**src/rtl/wishbone_arbiter_rr.sv**
```systemverilog
// Round-robin arbiter sharing one Wishbone classic target among NUM_REQ requesters,
// with an optional ack timeout that aborts a stalled transfer.
//
// state | meaning
// IDLE  | no owner; arbitrating from ptr on any cyc request
// BUSY  | owner connected combinationally to the target
// ABORT | target timed out; owner sees err until it drops cyc
module wishbone_arbiter_rr #(
  parameter int NUM_REQ   = 2,
  parameter int DAT_WIDTH = 8,
  parameter int TIMEOUT   = 16
) (
  input  logic                           clk_i,
  input  logic                           rst_ni,
  input  logic [NUM_REQ-1:0]             m_cyc_i,
  input  logic [NUM_REQ-1:0]             m_stb_i,
  input  logic [NUM_REQ-1:0]             m_we_i,
  input  logic [NUM_REQ*DAT_WIDTH-1:0]   m_dat_i,
  output logic [NUM_REQ-1:0]             m_ack_o,
  output logic [NUM_REQ-1:0]             m_err_o,
  output logic [DAT_WIDTH-1:0]           m_dat_o,
  output logic                           s_cyc_o,
  output logic                           s_stb_o,
  output logic                           s_we_o,
  output logic [DAT_WIDTH-1:0]           s_dat_o,
  input  logic [DAT_WIDTH-1:0]           s_dat_i,
  input  logic                           s_ack_i,
  output logic [NUM_REQ-1:0]             gnt_o
);

  localparam int IW = (NUM_REQ > 1) ? $clog2(NUM_REQ) : 1;
  localparam int CW = (TIMEOUT > 0) ? $clog2(TIMEOUT + 1) : 1;
  localparam logic [IW:0]   NUM_REQ_W = (IW+1)'(NUM_REQ);
  localparam logic [IW-1:0] LAST_IDX  = IW'(NUM_REQ - 1);
  localparam logic [CW-1:0] TMO_LAST  = (TIMEOUT > 0) ? CW'(TIMEOUT - 1) : '0;
  localparam logic [CW-1:0] CNT_MAX   = '1;

  typedef enum logic [1:0] {IDLE, BUSY, ABORT} state_t;

  state_t               state;
  logic [NUM_REQ-1:0]   gnt;
  logic [IW-1:0]        owner;
  logic [IW-1:0]        ptr;
  logic [CW-1:0]        cnt;

  logic [IW:0]          scan;
  logic                 win_vld;
  logic [IW-1:0]        win_idx;
  logic [IW-1:0]        next_ptr;
  logic                 own_cyc, own_stb, own_we;
  logic [DAT_WIDTH-1:0] own_dat;
  logic                 tmo_hit;

  // Rotating priority search starting at ptr.
  always_comb begin
    scan    = '0;
    win_vld = 1'b0;
    win_idx = '0;
    for (int k = 0; k < NUM_REQ; k++) begin
      scan = {1'b0, ptr} + (IW+1)'(k);
      if (scan >= NUM_REQ_W) scan = scan - NUM_REQ_W;
      if (!win_vld && m_cyc_i[scan[IW-1:0]]) begin
        win_vld = 1'b1;
        win_idx = scan[IW-1:0];
      end
    end
  end

  always_comb begin
    own_cyc = 1'b0;
    own_stb = 1'b0;
    own_we  = 1'b0;
    own_dat = '0;
    for (int i = 0; i < NUM_REQ; i++) begin
      if (gnt[i]) begin
        own_cyc = m_cyc_i[i];
        own_stb = m_stb_i[i];
        own_we  = m_we_i[i];
        own_dat = m_dat_i[i*DAT_WIDTH +: DAT_WIDTH];
      end
    end
  end

  assign next_ptr = (owner == LAST_IDX) ? '0 : owner + IW'(1);

  // Outputs are gated by state, so an asynchronous reset silences the target side at once.
  always_comb begin
    s_cyc_o = 1'b0;
    s_stb_o = 1'b0;
    s_we_o  = 1'b0;
    s_dat_o = '0;
    m_ack_o = '0;
    m_err_o = '0;
    if (state == BUSY) begin
      s_cyc_o = own_cyc;
      s_stb_o = own_stb & own_cyc;
      s_we_o  = own_we;
      s_dat_o = own_dat;
      m_ack_o = gnt & {NUM_REQ{s_ack_i}};
    end else if (state == ABORT) begin
      m_err_o = gnt;
    end
  end

  assign m_dat_o = s_dat_i;
  assign gnt_o   = gnt;

  // Ack beats the timeout when both land in the same cycle.
  assign tmo_hit = (TIMEOUT > 0) && (state == BUSY) && s_stb_o && !s_ack_i && (cnt == TMO_LAST);

  always_ff @(posedge clk_i or negedge rst_ni) begin
    if (!rst_ni) begin
      state <= IDLE;
      gnt   <= '0;
      owner <= '0;
      ptr   <= '0;
      cnt   <= '0;
    end else begin
      case (state)
        IDLE: begin
          if (win_vld) begin
            state <= BUSY;
            gnt   <= NUM_REQ'(1) << win_idx;
            owner <= win_idx;
            cnt   <= '0;
          end
        end
        BUSY: begin
          if (!own_cyc) begin
            state <= IDLE;
            gnt   <= '0;
            ptr   <= next_ptr;
            cnt   <= '0;
          end else if (tmo_hit) begin
            state <= ABORT;
          end else if (s_ack_i) begin
            cnt <= '0;
          end else if (s_stb_o && cnt != CNT_MAX) begin
            cnt <= cnt + CW'(1);
          end
        end
        ABORT: begin
          if (!own_cyc) begin
            state <= IDLE;
            gnt   <= '0;
            ptr   <= next_ptr;
            cnt   <= '0;
          end
        end
        default: begin
          state <= IDLE;
          gnt   <= '0;
        end
      endcase
    end
  end

endmodule

```
**config.mk**
```make
export PLATFORM = sky130hd
export DESIGN_NAME = wishbone_arbiter_rr
export DESIGN_NICKNAME = d
export VERILOG_FILES = /design/src/rtl/wishbone_arbiter_rr.sv
export SDC_FILE = /design/constraint.sdc
export NUM_CORES = 1
export LEC_CHECK = 0
export CAP_MARGIN = 20
export CORE_ASPECT_RATIO = 1.75
export CORE_UTILIZATION = 34
export DETAILED_ROUTE_END_ITERATION = 10
export PLACE_DENSITY = 0.75
export SLEW_MARGIN = 40
export SYNTH_ARGS = -nofsm -noshare
export SYNTH_HDL_FRONTEND = slang
export SYNTH_SLANG_ARGS = --single-unit
```
**constraint.sdc**
```tcl
create_clock -name clk_i -period 1.9 [get_ports clk_i]
set_clock_uncertainty 0.15 [all_clocks]
set_input_delay 0.285 -clock clk_i [delete_from_list [all_inputs] [get_ports clk_i]]
set_output_delay 0.285 -clock clk_i [all_outputs]
set_load 0.02 [all_outputs]
```
==> results of run 1 <==
-- where the power goes --
group	switching [W]	internal [W]
Clock	0.0000926	0.000148
Sequential	0.0000480	0.000292
Combinational	0.000660	0.000719
Total	0.000801	0.00116
-- cells by family after synthesis --
kind of cell             synth area share
adder cells (fa/ha/maj)            0.0990
AND/OR/NAND/NOR                     0.243
AO/OA/AOI/OAI                       0.250
multiplexers                       0.0210
buffers and inverters               0.115
flip-flops                          0.272
-- state kept, by name, summed over array words and instances, names as in the netlist --
name	flops
state	2
gnt_o	2
owner	1
cnt	5
ptr	1
-- through the flow --
stage | hold WS, ns | instances | power (W)
floorplan | -0.161 | 111 | 0.000988
detailed placement | 0.322 | 197 | 0.00155
global route | 0.291 | 213 | 0.00208
CTS | 0.246 | 206 | 0.00183
finish | 0.234 | 213 | 0.00196
global placement | 0.303 | 197 | 0.00152
-- final cells by class --
type / instances / area (sq um) / share of cell area
Timing Repair Buffer: 82 / 683 / 0.365
Tap cell: 27 / 33.8 / 0.0181
Multi-Input combinational cell: 79 / 795 / 0.425
Sequential cell: 11 / 275 / 0.147
Inverter: 10 / 37.5 / 0.0201
Clock buffer: 4 / 45.0 / 0.0241
-- per-layer routing --
| metal | routed length, um | vias up | global-route usage |
|---|---|---|---|
| met5 | 0 | - | 0 |
| met4 | 104 | 0 | 0.0943 |
| met3 | 256 | 11 | 0.0510 |
| met2 | 2020 | 61 | 0.453 |
| met1 | 1060 | 553 | 0.157 |
| li1 | - | 550 | - |
-- repair_timing --
action	in CTS	in global routing
setup endpoints to repair	21	18
setup buffers	6	9
pin swaps	8	13
gates resized for setup	69	40
-- worst paths after layout --
kind                                 end      from  slack (ns)  depth (start not counted)
worst max-delay path              cnt[1]  state[1]       -0.11                          7
worst min-delay path                 ptr    rst_ni        0.23                          1
worst max register to register    cnt[1]  state[1]       -0.11                          7
worst min register to register       ptr     owner        0.33                          1
max in group asynchronous       gnt_o[1]    rst_ni        1.00                          1
min in group clk_i                   ptr     owner        0.33                          1
-- worst reg2reg max path, cell delays in order (launching register included) --
cell,delay [ns]
dfrtp_1,0.41
buf_6,0.14
ha_4,0.16
and3_4,0.16
nor4_4,0.40
buf_4,0.18
o31a_1,0.17
o22ai_1,0.10
-- cell usage after synthesis --
| cell | count | area share |
|---|---|---|
| dfrtp_1 | 11 | 0.27 |
| inv_1 | 10 | 0.037 |
| a22oi_1 | 9 | 0.067 |
| nor2b_1 | 9 | 0.056 |
| buf_4 | 8 | 0.059 |
| ha_1 | 8 | 0.099 |
| a21oi_1 | 6 | 0.030 |
| nand2_1 | 4 | 0.015 |
| nor2_1 | 4 | 0.015 |
| o22ai_1 | 4 | 0.025 |
| and3_1 | 3 | 0.019 |
| nand2b_1 | 3 | 0.019 |
| a22o_1 | 2 | 0.017 |
| a31oi_1 | 2 | 0.012 |
| and3b_1 | 2 | 0.017 |
| clkbuf_1 | 2 | 0.0074 |
| nand4b_1 | 2 | 0.017 |
| nor3_1 | 2 | 0.0099 |
| nor3b_1 | 2 | 0.015 |
| a2111oi_0 | 1 | 0.0087 |
| a211oi_1 | 1 | 0.0074 |
| a211oi_2 | 1 | 0.012 |
| and2_1 | 1 | 0.0062 |
| and4b_1 | 1 | 0.0099 |
| buf_6 | 1 | 0.011 |
| mux2_1 | 1 | 0.011 |
| mux2i_1 | 1 | 0.0099 |
| nand3b_1 | 1 | 0.0074 |
| nand4bb_2 | 1 | 0.016 |
| nor4_4 | 1 | 0.021 |
| o21a_1 | 1 | 0.0074 |
| o21ai_1 | 1 | 0.0049 |
| o21ai_4 | 1 | 0.016 |
| o31a_1 | 1 | 0.0087 |
| o31ai_2 | 1 | 0.012 |
| o32a_1 | 1 | 0.0099 |
| o32a_2 | 1 | 0.011 |
==> impl_results.md, run 1 <==
- Max Cap Viol: 0
- Ys Warns: 0
- Worst slew pin tran: ~0.53 ns
- Detailed-route DRC error count: 0
- Cell count after synthesis: 111
- Final setup viols: 5
- Synth unique cells: 37
- Vias in the first global route: 1183
- IO Count: 58
- Starting density of the core: 0.367
- Worst setup margin: -0.112 ns
- Startpoint type of the worst setup path: flip-flop
- Run status: finished with violations
- Relative slew slack: 0.647
- Total number of vias: 1175
- Worst path top cell family by delay: simple AND/OR/NAND/NOR gates
- WL/cell: 16.1 um
- Net total in the final layout: 228
- Max clock buf depth: 2
- H-tree levels: 1
- Pin count of the biggest net entering global routing: 12
- Worst vdd ir: 599 uV
- Root buffer cell: clkbuf_8
- Synth Register Bits: 11
- Port Buffer Count: 41
- Filler Cell Count: ~220
- Post-Route WL: about 3400 um
- Setup CP Type: reg -> reg
- CP endpoint kind: flip-flop
- Die height: ~74 um
- Total CTS buffers: 3
- Seq/Total Area, Yosys: 0.272
- CTS tree: done
- Power Density: 1050 nW/um^2
- Cts hold-fix bufs: 0
- Pleak: 0.844 nW
- Vias/cell: 5.52
- Initial DRC count: 40
- Share of layout cells above drive strength 1: 0.484
- Most common cell after layout, fill and taps aside: buf_4
- CP arrival: 1.98 ns
- Setup total negative slack: -0.395 ns
- Most frequent cells in the layout: 41 x buf_4, 25 x clkdlybuf4s50_1, 11 x dfrtp_1, 9 x a22oi_1, 9 x buf_2
- Buf/Inv on CP: 2
- GRT Residual Overflow: 0
- Die area: 3200 sq um
- Rows: 25
- Final hold violation count: 0
- HPWL Detailed: around 2400 um
- Netlist Area Pre-Place: 1010 sq um
- Min cycle time layout: 2.01 ns
- Drt pass-1 iters: 4
- Overall Global Routing Usage: 0.209
- CORE AREA: 2750 sq um
- Initial antenna violation count: 0
- Mapped Avg Cell Area: just over 9 sq um
- Area of placed instances: around 1600 sq um
- CP max stage cell: dfrtp_1
- WP data required: 1.87 ns
- Unrepaired setup endpoints after global routing: yes
- Fin area: about 1900 sq um
- Syn Nets: approximately 150
- Failing checks: negative setup slack
- Die Wd: 43.2 um
- Worst path max stage delay: about 0.4 ns
- GP Congestion: approximately 0.82
- # diodes: 0
- Fmax: 0.497 GHz
- Sink Count: 11
- CP Cell Sequence: buf_6 > ha_4 > and3_4 > nor4_4 > buf_4 > o31a_1 > o22ai_1
- Post-Place Worst Slack: -0.369 ns
- Area grow syn2layout: 84.9%
- Post-DRT Antenna Nets: 0
- Period Utilization, post-route: 1.06
- Final Core Density: 0.679
- HP Class: in -> async
- Max Slew Vio Count: 0
- CP Max Fanout: 4
- Clock transition at the registers of the reported paths: 0.05 ns
- First-pass GRT wire length: around 5100 um
- Worst-skew pair later-pin latency: 0.25 ns
Power figures use the tool's default switching activity.
==> run 2, diff against run 1 <==
- PLACE_DENSITY: 0.75 -> 0.81
==> impl_results.md, run 2 (synthesized netlist as in run 1, its figures left out) <==
- Unrepaired setup endpoints after global routing: yes
- Fin area: 1940 sq um (+3.8%)
- Relative slew slack: 0.641 (-0.00598)
- IO Count: 58 (unchanged)
- Psw: 0.000851 W (+6.2%)
- First-pass GRT wire length: 5240 um (+3.6%)
- Worst-skew pair later-pin latency: 0.25 ns (about the same)
- P_int: 0.00126 W (+8.8%)
- Die area: 3200 sq um (unchanged)
- Most frequent cells in the layout: 43 x buf_4, 25 x clkdlybuf4s50_1, 10 x dfrtp_1, 9 x buf_6
- Vias in the first global route: 1197 (+1.2%)
- Fmax: 0.515 GHz (+3.6%)
- Switching power share of the total: 0.403 (-0.00569)
- CORE AREA: 2750 sq um (unchanged)
- Area grow syn2layout: 92.0%
- Max reg flops: 5 (unchanged)
- Cts hold-fix bufs: 0 (unchanged)
- Setup total negative slack: -0.0685 ns (+0.327 ns)
- Max Slew Vio Count: 0 (unchanged)
- GRT Residual Overflow: 0 (unchanged)
- Worst setup margin: -0.0424 ns (+0.0697 ns)
- Worst slew pin tran: 0.536 ns (+0.00894 ns)
- CTS tree: done
- Max Cap Viol: 0 (unchanged)
- Post-DRT Antenna Nets: 0 (unchanged)
- Post-Route WL: 3770 um (+9.6%)
- Sink Count: 11 (unchanged)
- Drt pass-1 iters: 4 (unchanged)
- Logic pwr share: 0.720 (+0.016)
- Pin count of the biggest net entering global routing: 12 (unchanged)
- Most common cell after layout, fill and taps aside: buf_4
- Clock power frac: 0.115 (-0.008)
- Total number of vias: 1191 (+1.4%)
- Top reg by flops: cnt
- Placed Cells: 199 (+1.0%)
- Initial antenna violation count: 0 (unchanged)
- Port Buffer Count: 41 (unchanged)
- Die Wd: 43.2 um (unchanged)
- Period Utilization, post-route: 1.02 (-0.0367)
- Clock transition at the registers of the reported paths: 0.06 ns (about the same)
- Power Density: 1090 nW/um^2 (+3.8%)
- Startpoint type of the worst setup path: flip-flop
- Share of layout cells above drive strength 1: 0.516 (+0.0321)
- Total CTS buffers: 3 (unchanged)
- Non-filler cells, final: 215 (+0.94%)
- WL/cell: 17.5 um (+8.6%)
- Pleak: 0.853 nW (+1.1%)
- Die height: 74.1 um (unchanged)
- # diodes: 0 (unchanged)
- Final Core Density: 0.705 (+0.0259)
- Filler Cell Count: 196 (-12%)
- Overall Global Routing Usage: 0.218 (+0.00810)
- Net total in the final layout: 230 (+0.88%)
- Root buffer cell: clkbuf_8
- Max clock buf depth: 2 (unchanged)
- HP Class: in -> async
- Detailed-route DRC error count: 0 (unchanged)
- Worst vdd ir: 642 uV (+7.3%)
- Reg2reg setup slack: -0.04 ns (+0.07 ns)
- Min cycle time layout: 1.94 ns (-0.0697 ns)
- WP data required: 1.87 ns (about the same)
- CP endpoint kind: flip-flop
- Setup CP Type: reg -> reg
- Failing checks: negative setup slack
- Area of placed instances: 1620 sq um (+0.94%)
- Rows: 25 (unchanged)
- CP Max Fanout: 8 (+4)
- HPWL Detailed: 2420 um (-1.0%)
- Starting density of the core: 0.367 (unchanged)
- H-tree levels: 1 (unchanged)
- Sequential share of power: 0.164 (-0.009)
- CP arrival: 1.91 ns (-0.07 ns)
- GP Congestion: 0.838 (+2.3%)
- Final hold violation count: 0 (unchanged)
- Vias/cell: 5.54 (+0.42%)
- Final setup viols: 3 (-2)
- Initial DRC count: 29 (-28%)
- Run status: finished with violations
[run 2: cell types whose count changed in the layout (fill, tap and decap cells not counted), sizes merged]
| cell | delta |
|---|---|
| clkbuf | +1 |
| buf | +1 |
| dlymetal6s2s | -1 |
| dlygate4sd2 | +1 |
[run 2: path summary, 6_finish.rpt]
kind | startpoint | to | depth (start not counted)
max reg2reg | gnt_o[1] | cnt[2] | 6
max in group asynchronous | rst_ni | gnt_o[1] | 1
min reg2reg | owner | ptr | 1
min | rst_ni | cnt[4] | 1
max | gnt_o[1] | cnt[2] | 6
min in group clk_i | owner | ptr | 1
[run 2: critical path: stages (launching register included)]
cell	delay (ns)
dfrtp_2	0.45
buf_4	0.16
nand3b_1	0.18
buf_4	0.19
a2111oi_4	0.40
o32a_4	0.24
o31ai_4	0.06
[run 2: cell type report]
type	count	area, sq um	share of cell area
Timing Repair Buffer	84	713	0.368
Inverter	10	37.5	0.0193
Multi-Input combinational cell	79	835	0.430
Sequential cell	11	277	0.142
Clock buffer	4	45.0	0.0232
Tap cell	27	33.8	0.0174
[run 2: through the flow]
step	total power (W)	hold slack (ns)	setup WS, ns
3_3_place_gp	0.00153	0.306	-0.383
4_1_cts	0.00186	0.247	-0.0869
5_1_grt	0.00225	0.276	-0.120
6_report	0.00211	0.238	-0.0424
3_5_place_dp	0.00157	0.331	-0.364
2_1_floorplan	0.000988	-0.161	0.0157
[run 2: repair_timing]
item	in CTS	in global routing
pin swaps	11	10
setup endpoints to repair	22	18
resized for setup	78	45
buffers inserted	5	8
[run 2: power groups by stage]
stage | registers, W | clock network (W) | logic [W]
final | 0.000347 | 0.000243 | 0.00152
after global routing | 0.000357 | 0.000259 | 0.00164
after CTS | 0.000345 | 0.000246 | 0.00127
after detailed placement | 0.000347 | 0 | 0.00122
after global placement | 0.000345 | 0 | 0.00119
after floorplan | 0.000361 | 0 | 0.000627
[run 2: per-layer routing]
layer / wire length, um / GRT usage / part of all wire / vias up
met2: 2170 / 0.434 / 0.58 / 60
met3: 269 / 0.0388 / 0.071 / 11
met1: 1200 / 0.202 / 0.32 / 562
met5: 0 / 0 / 0 / -
li1: - / - / - / 558
met4: 119 / 0.104 / 0.032 / 0
==> run 3, diff against run 2 <==
- ABC_CLOCK_PERIOD_IN_PS: not set -> 1900
==> results of run 3 <==
Same layout as run 2: the final DEF is identical, and so are final timing and power.
